### src/rtl/fifo_uart_tx.sv
// fifo_uart_tx: drains an 8-bit synchronous FIFO one byte at a time and
// serialises each byte LSB-first onto the TX pin as an 8N1 frame.
// Optional feature macro: UART_TX_PARITY_EN adds an even-parity bit (8E1).
// The FSM state is exported on dbg_state_o for checker binding.
module fifo_uart_tx #(
    parameter int CLKS_PER_BIT = 16
) (
    input  logic       clk,
    input  logic       reset,
    input  logic       fifo_empty,
    input  logic [7:0] fifo_data,
    output logic       fifo_rd_en,
    output logic       tx,
    output logic       busy,
    output logic       tx_done,
    output logic [2:0] dbg_state_o
);

    localparam int            CW   = $clog2(CLKS_PER_BIT);
    localparam logic [CW-1:0] LAST = CW'(CLKS_PER_BIT - 1);

    typedef enum logic [2:0] {
        S_IDLE   = 3'd0,
        S_FETCH  = 3'd1,
        S_LOAD   = 3'd2,
        S_START  = 3'd3,
        S_DATA   = 3'd4,
        S_PARITY = 3'd5,
        S_STOP   = 3'd6
    } state_e;

    state_e        state_q, state_d;
    logic [CW-1:0] cnt_q, cnt_d;
    logic [2:0]    idx_q, idx_d;
    logic [7:0]    shift_q, shift_d;
    logic          tx_q, tx_d;
    logic          done_q, done_d;
    logic          bit_end;

    // FIFO handshake: fifo_empty=0 means a byte is available; one
    // fifo_rd_en cycle (a pure decode of FETCH) pops it, and the FIFO
    // presents the byte on fifo_data one cycle later, where LOAD samples it.
    // fifo_empty is only looked at in IDLE, so a frame is never interrupted.
    assign fifo_rd_en  = (state_q == S_FETCH);
    assign busy        = (state_q != S_IDLE);
    assign tx          = tx_q;
    assign tx_done     = done_q;
    assign dbg_state_o = state_q;
    assign bit_end     = (cnt_q == LAST);

`ifdef UART_TX_PARITY_EN
    logic par_q;

    // Even parity of the byte being sent, captured alongside the shift register.
    always_ff @(posedge clk or negedge reset) begin
        if (!reset) begin
            par_q <= 1'b0;
        end else if (state_q == S_LOAD) begin
            par_q <= ^fifo_data;
        end
    end
`endif

    // State, counters, shift register and registered line outputs.
    always_ff @(posedge clk or negedge reset) begin
        if (!reset) begin
            state_q <= S_IDLE;
            cnt_q   <= '0;
            idx_q   <= '0;
            shift_q <= '0;
            tx_q    <= 1'b1;
            done_q  <= 1'b0;
        end else begin
            state_q <= state_d;
            cnt_q   <= cnt_d;
            idx_q   <= idx_d;
            shift_q <= shift_d;
            tx_q    <= tx_d;
            done_q  <= done_d;
        end
    end

    // Next-state logic; tx_d is the line level of the state being entered,
    // so the pin changes on the same edge as the state and never glitches.
    always_comb begin
        state_d = state_q;
        cnt_d   = cnt_q;
        idx_d   = idx_q;
        shift_d = shift_q;
        tx_d    = tx_q;
        done_d  = 1'b0;
        case (state_q)
            S_IDLE: begin
                tx_d = 1'b1;
                if (!fifo_empty) begin
                    state_d = S_FETCH;
                end
            end
            S_FETCH: begin
                state_d = S_LOAD;
            end
            S_LOAD: begin
                shift_d = fifo_data;
                cnt_d   = '0;
                idx_d   = '0;
                tx_d    = 1'b0;
                state_d = S_START;
            end
            S_START: begin
                if (bit_end) begin
                    cnt_d   = '0;
                    idx_d   = '0;
                    tx_d    = shift_q[0];
                    state_d = S_DATA;
                end else begin
                    cnt_d = cnt_q + CW'(1);
                end
            end
            S_DATA: begin
                if (bit_end) begin
                    cnt_d = '0;
                    idx_d = idx_q + 3'd1;
                    if (idx_q == 3'd7) begin
`ifdef UART_TX_PARITY_EN
                        tx_d    = par_q;
                        state_d = S_PARITY;
`else
                        tx_d    = 1'b1;
                        state_d = S_STOP;
`endif
                    end else begin
                        shift_d = {1'b0, shift_q[7:1]};
                        tx_d    = shift_q[1];
                    end
                end else begin
                    cnt_d = cnt_q + CW'(1);
                end
            end
`ifdef UART_TX_PARITY_EN
            S_PARITY: begin
                if (bit_end) begin
                    cnt_d   = '0;
                    tx_d    = 1'b1;
                    state_d = S_STOP;
                end else begin
                    cnt_d = cnt_q + CW'(1);
                end
            end
`endif
            S_STOP: begin
                tx_d = 1'b1;
                if (bit_end) begin
                    cnt_d   = '0;
                    done_d  = 1'b1;
                    state_d = S_IDLE;
                end else begin
                    cnt_d = cnt_q + CW'(1);
                end
            end
            default: begin
                cnt_d   = '0;
                tx_d    = 1'b1;
                state_d = S_IDLE;
            end
        endcase
    end

endmodule
### config.mk
export PLATFORM = sky130hd
export DESIGN_NAME = fifo_uart_tx
export DESIGN_NICKNAME = d
export VERILOG_FILES = /design/src/rtl/fifo_uart_tx.sv
export SDC_FILE = /design/constraint.sdc
export NUM_CORES = 1
export LEC_CHECK = 0
export CAP_MARGIN = 20
export CORE_MARGIN = 4
export CORE_UTILIZATION = 36
export CTS_CLUSTER_SIZE = 10
export DETAILED_ROUTE_END_ITERATION = 8
export HOLD_SLACK_MARGIN = 0.08
export PLACE_DENSITY = 0.65
export RECOVER_POWER = 50
export SETUP_SLACK_MARGIN = 0.4
export SLEW_MARGIN = 25
export SYNTH_ARGS = -nofsm -noshare
export SYNTH_HDL_FRONTEND = slang
export SYNTH_SLANG_ARGS = --single-unit
### constraint.sdc
create_clock -name clk -period 2.3 [get_ports clk]
set_input_delay 0.575 -clock clk [delete_from_list [all_inputs] [get_ports clk]]
set_output_delay 0.575 -clock clk [all_outputs]
set_load 0.02 [all_outputs]
# Yosys cells after proc, flatten, opt, wreduce, memory -nomap -nowiden
# Index checks and enable logic that the tools add are counted.
dict set report word_totals {
  inputBits 11
  regBits 20
  elab_cells 51
  out_inout_bits 7
}
dict set report classes {
  n_eq_ne 13
  muxes 19
  n_reduce_logical 10
  n_addsub 2
  bitwise 1
}
# cell n
set op_table {}
lappend op_table {{2-to-1 mux 3 bit} 6}
lappend op_table {{case mux 3 bit (6 select lines)} 1}
lappend op_table {{2-to-1 mux 8 bit} 2}
lappend op_table {{case mux 8 bit (2 select lines)} 1}
lappend op_table {{!= test 2 bit (second input constant)} 6}
lappend op_table {{equality test 3 bit (second input constant)} 3}
lappend op_table {{case mux 3 bit (3 select lines)} 1}
lappend op_table {{AND reduction 3 bit} 3}
lappend op_table {{case mux 4 bit (2 select lines)} 1}
lappend op_table {{equality test 3 x 2 -> 1 bit (second input constant)} 2}
lappend op_table {{nonzero test 3 bit} 2}
lappend op_table {{2-to-1 mux 1 bit} 5}
lappend op_table {{AND reduction 5 bit} 1}
lappend op_table {{adder 4 x 1 -> 4 bit (second input constant)} 1}
lappend op_table {{equality test 4 bit (second input constant)} 1}
lappend op_table {{2-to-1 mux 4 bit} 1}
lappend op_table {{case mux 1 bit (4 select lines)} 1}
lappend op_table {{adder 3 x 1 -> 3 bit (second input constant)} 1}
lappend op_table {{equality test 3 x 1 -> 1 bit (second input constant)} 1}
lappend op_table {{logical NOT 3 bit} 1}
lappend op_table {{OR reduction 3 bit} 1}
lappend op_table {{nonzero test 2 bit} 1}
lappend op_table {{OR reduction 2 bit} 1}
lappend op_table {{inverter 1 bit} 1}

# Longest topological paths before layout
dict set report logic_depth {
  ltp_word 4
  depth_mapped 6
}

# Least setup slack after synthesis
# Ideal clock, no wire load.
dict set report synth_path {
  path_type {reg-to-reg}
  start {register idx_q[0]}
  end {register shift_q[7]}
  path_buffers 0
  path_stages_with_launch 7
  arrival_ns 1.745
  slack_ns 0.419
  period_less_slack_ns 1.881
  path_cell_list {dfrtp_1 -> ha_1 -> ha_1 -> or3b_4 -> a21oi_4 -> a21boi_4 -> o32ai_1}
}
dict set report synth_between {
  elab_chain_len 3
}
# element line
set synth_lines {}
lappend synth_lines {{from (decl)} 34} ;# logic [2:0] idx_q, idx_d;
lappend synth_lines {{from (signal assigned)} 76} ;# idx_q <= idx_d;
lappend synth_lines {{equality test 3 bit} 123} ;# if (idx_q == 3'd7) begin
lappend synth_lines {{!= test 2 bit (no line)} --}
lappend synth_lines {{AND reduction 3 bit (no line)} --}
lappend synth_lines {{to (signal assigned)} 77} ;# shift_q <= shift_d;
lappend synth_lines {{to (decl)} 35} ;# logic [7:0] shift_q, shift_d;
# No other way between the ends.
# A chain may end at the register's enable or synchronous reset.

# Final worst setup path
dict set report layout_path {
  start {register idx_q[0]}
  end {register shift_q[1]}
}
# Same word-level chain as after synthesis.

==> results.yml <==
grt:
  grt_pass1_vias: 970
  grt_overflow: 0
  grtUsageTotal_pct: 14.53
  grt_pass1_wl_mm: 4.705
  grt_max_degree: 18
  antenna_found_initial: 0
sta:
  hold_viol: 0
  drv_slew: 0
  finalCriticalPeriod_ns: 1.861
  min_period_over_period_pct: 80.92
  timing.fmax_ghz: 0.5373
  setup_slack_ns: 0.4388
  max_slew.worst_pin.slew_ns: 0.5652
  slew_headroom_pct: 62.19
  finalSetupTns_ns: 0
  whs_ns: 0.5212
  finalClockSkew_ns: 0.003800
  setup_viol: 0
  grt_setup_unrepaired: "true"
drt:
  wl_met2_mm: 1.292
  route.layer.met1.wl_mm: 1.210
  routed.top_layer: "met3"
  dr.pass1.iters: 4
  viasPerCell: 5.945
  wl_met3_um: 155
  drtIter0Drc: 20
  antenna_left: 0
  wl_per_cell_um: 16.21
  route.detailed.drc: 0
  wirelength_mm: 2.658
  num_vias: 975
pwr:
  intPower_uw: 983.2
  peakVddDrop_mv: 0.4292
  clock_power_share_pct: 19.6
  switchingPower_uw: 520.9
  pwr-share-comb_pct: 39.6
  power_density_nw_per_um2: 1027
  p_seq_share_pct: 40.8
  p_leak_nw: 0.6191
  p_sw_share_pct: 34.63
yosys:
  ys_types: 34
  seq_area_frac_synth_pct: 46.04
  synth_fp_nets: 122
  ys_ff_latch: 20
  synth_area_per_cell_um2: 10.09
  syn_area_um2: 1090
  synthCells: 108
  synth_warnings: 0
die:
  die-area_um2: 3972
  start_util_pct: 38.52
  ios: 18
  row_count: 19
  core_region_area_um2: 2829
  die_h_um: 63.02
  die_w_um: 63.02
placed_design:
  placed_area_um2: 1316
  dp.cells: 154
  place_hpwl_mm: 1.763
  io_buffer_count: 17
  gp_congestion: 0.7690
  place_ws_ns: 0.3521
setup_path:
  crit_required_ns: 2.54
  startpoint: "idx_q[0]"
  worst_setup_path_end_kind: "flop"
  reg2reg_from: "idx_q[0]"
  crit_path_start_kind: "flop"
  arrival_ns: 2.10
  reg2reg_setup_slack_ns: 0.44
  r2r_end: "shift_q[1]"
  path_class: "flop to flop"
  worstRegToRegCells: 7
  path_max_fanout: 8
cells_and_area:
  layout_commonest_cell: "dfrtp_1"
  stdcell_count: 164
  syn2layout_area_growth_pct: 34.44
  nFillCells: 257
  nNetsFinal: 148
  drive_gt1_share_pct: 24.81
  final_cell_mix: "18 x dfrtp_1, 10 x o22ai_1, 10 x clkdlybuf4s50_1"
  fin_area_um2: 1465
  antennaDiodeCount: 0
min_path:
  whs_path_depth: 1
  holdPathEnd: "idx_q[1]"
  hold_path_startpoint: "idx_q[1]"
  min_path_type: "flop to flop"
clocking:
  cts_htree_levels: 1
  cts_tree: "done"
  cts.clk_slew.worst_paths_ns: 0.13
  insertion_delay_ns: 0.30
  cts_root_buffer: "clkbuf_4"
  cts_sinks: 20
  hold_buffers: 0
  numCtsBuffers: 3
  max-clock-path-buffers: 2
run_status:
  status: "completed"
job:
  maxCapViolations: 0
## through the flow
step                power (mW)  util [%]
floorplan               0.9953         -
global placement         1.124     46.53
detailed placement       1.151     46.53
CTS                      1.493     50.24
global route             1.634     51.79
finish                   1.504     51.79
## power by group through the flow
stage	Clock, mW	Combinational [mW]	Sequential (mW)
floorplan	0	0.419	0.577
global placement	0	0.522	0.602
detailed placement	0	0.542	0.609
CTS	0.299	0.583	0.611
global route	0.325	0.670	0.639
finish	0.294	0.596	0.614
## cell type report
type / count / area [µm²] / share of cell area, %
well taps: 31 / 38.79 / 2.647
flip-flops and latches: 20 / 503.0 / 34.33
repair buffers: 29 / 270.3 / 18.45
clock buffers: 3 / 22.52 / 1.537
multi-input cells: 75 / 581.8 / 39.71
clock inverters: 1 / 30.03 / 2.050
inverters: 5 / 18.77 / 1.281
## registers in the layout, indices dropped and copies added (netlist names)
name,flops
idx_q,3
tx,1
shift_q,8
cnt_q,4
dbg_state_o,3
tx_done,1
## cell families after synthesis
group	synth area share (%)
xor+xnor	0.8038
simple gates	13.21
fa+ha+maj	4.363
compound gates	28.36
flops	46.04
buf+inv	5.396
mux	1.837
## metal layers
layer | global-route usage, % | vias to the layer above
met5 | 0 | -
met4 | 3.306 | 0
met3 | 3.417 | 0
met2 | 22.40 | 29
met1 | 20.49 | 479
li1 | - | 467
## cells in the mapped netlist (all sizes together)
library cell	instances	share of area (%)
a2bb2oi	8	6.4
or3b	1	1.0
o21bai	1	0.69
or3	1	0.57
dfstp	1	2.4
a21boi	1	1.7
dfrtp	19	44
a32o	2	1.8
o21ai	2	0.92
nor3	2	0.92
o32ai	3	2.4
buf	3	2.0
a22oi	1	0.69
nand3b	1	0.69
maj3	1	0.92
nand2b	3	1.7
nor3b	1	0.69
and3	1	0.57
clkbuf	5	1.7
xnor2	1	0.80
mux2i	2	1.8
o22ai	10	5.7
ha	3	3.4
nand2	7	2.4
inv	5	1.7
a31oi	2	1.1
a21oi	6	3.8
nor2	7	2.4
nand3	1	0.46
a211oi	3	2.1
nand4	3	1.7
o311a	1	0.92
## critical path, cell delays in order (launching register included)
cell	delay (ns)
dfrtp_1	0.41
ha_2	0.18
ha_2	0.18
or3b_4	0.38
a21oi_4	0.15
a21boi_4	0.21
buf_12	0.14
a2bb2oi_1	0.14
## repair_timing
action / CTS / global route
pin swaps: 2 / 1
setup buffers: 2 / 4
endpoints found under the setup margin: 14 / 13
resized for setup: 17 / 11
## worst max path at each step
stage                             to  slack, ns  cells past startpoint
after global routing      shift_q[5]       0.35                      7
after CTS                 fifo_rd_en       0.31                      3
after floorplan           shift_q[7]       0.42                      6
final                     shift_q[1]       0.44                      7
after detailed placement  fifo_rd_en       0.35                      3
after global placement    fifo_rd_en       0.36                      3
Power figures use the tool's default switching activity.
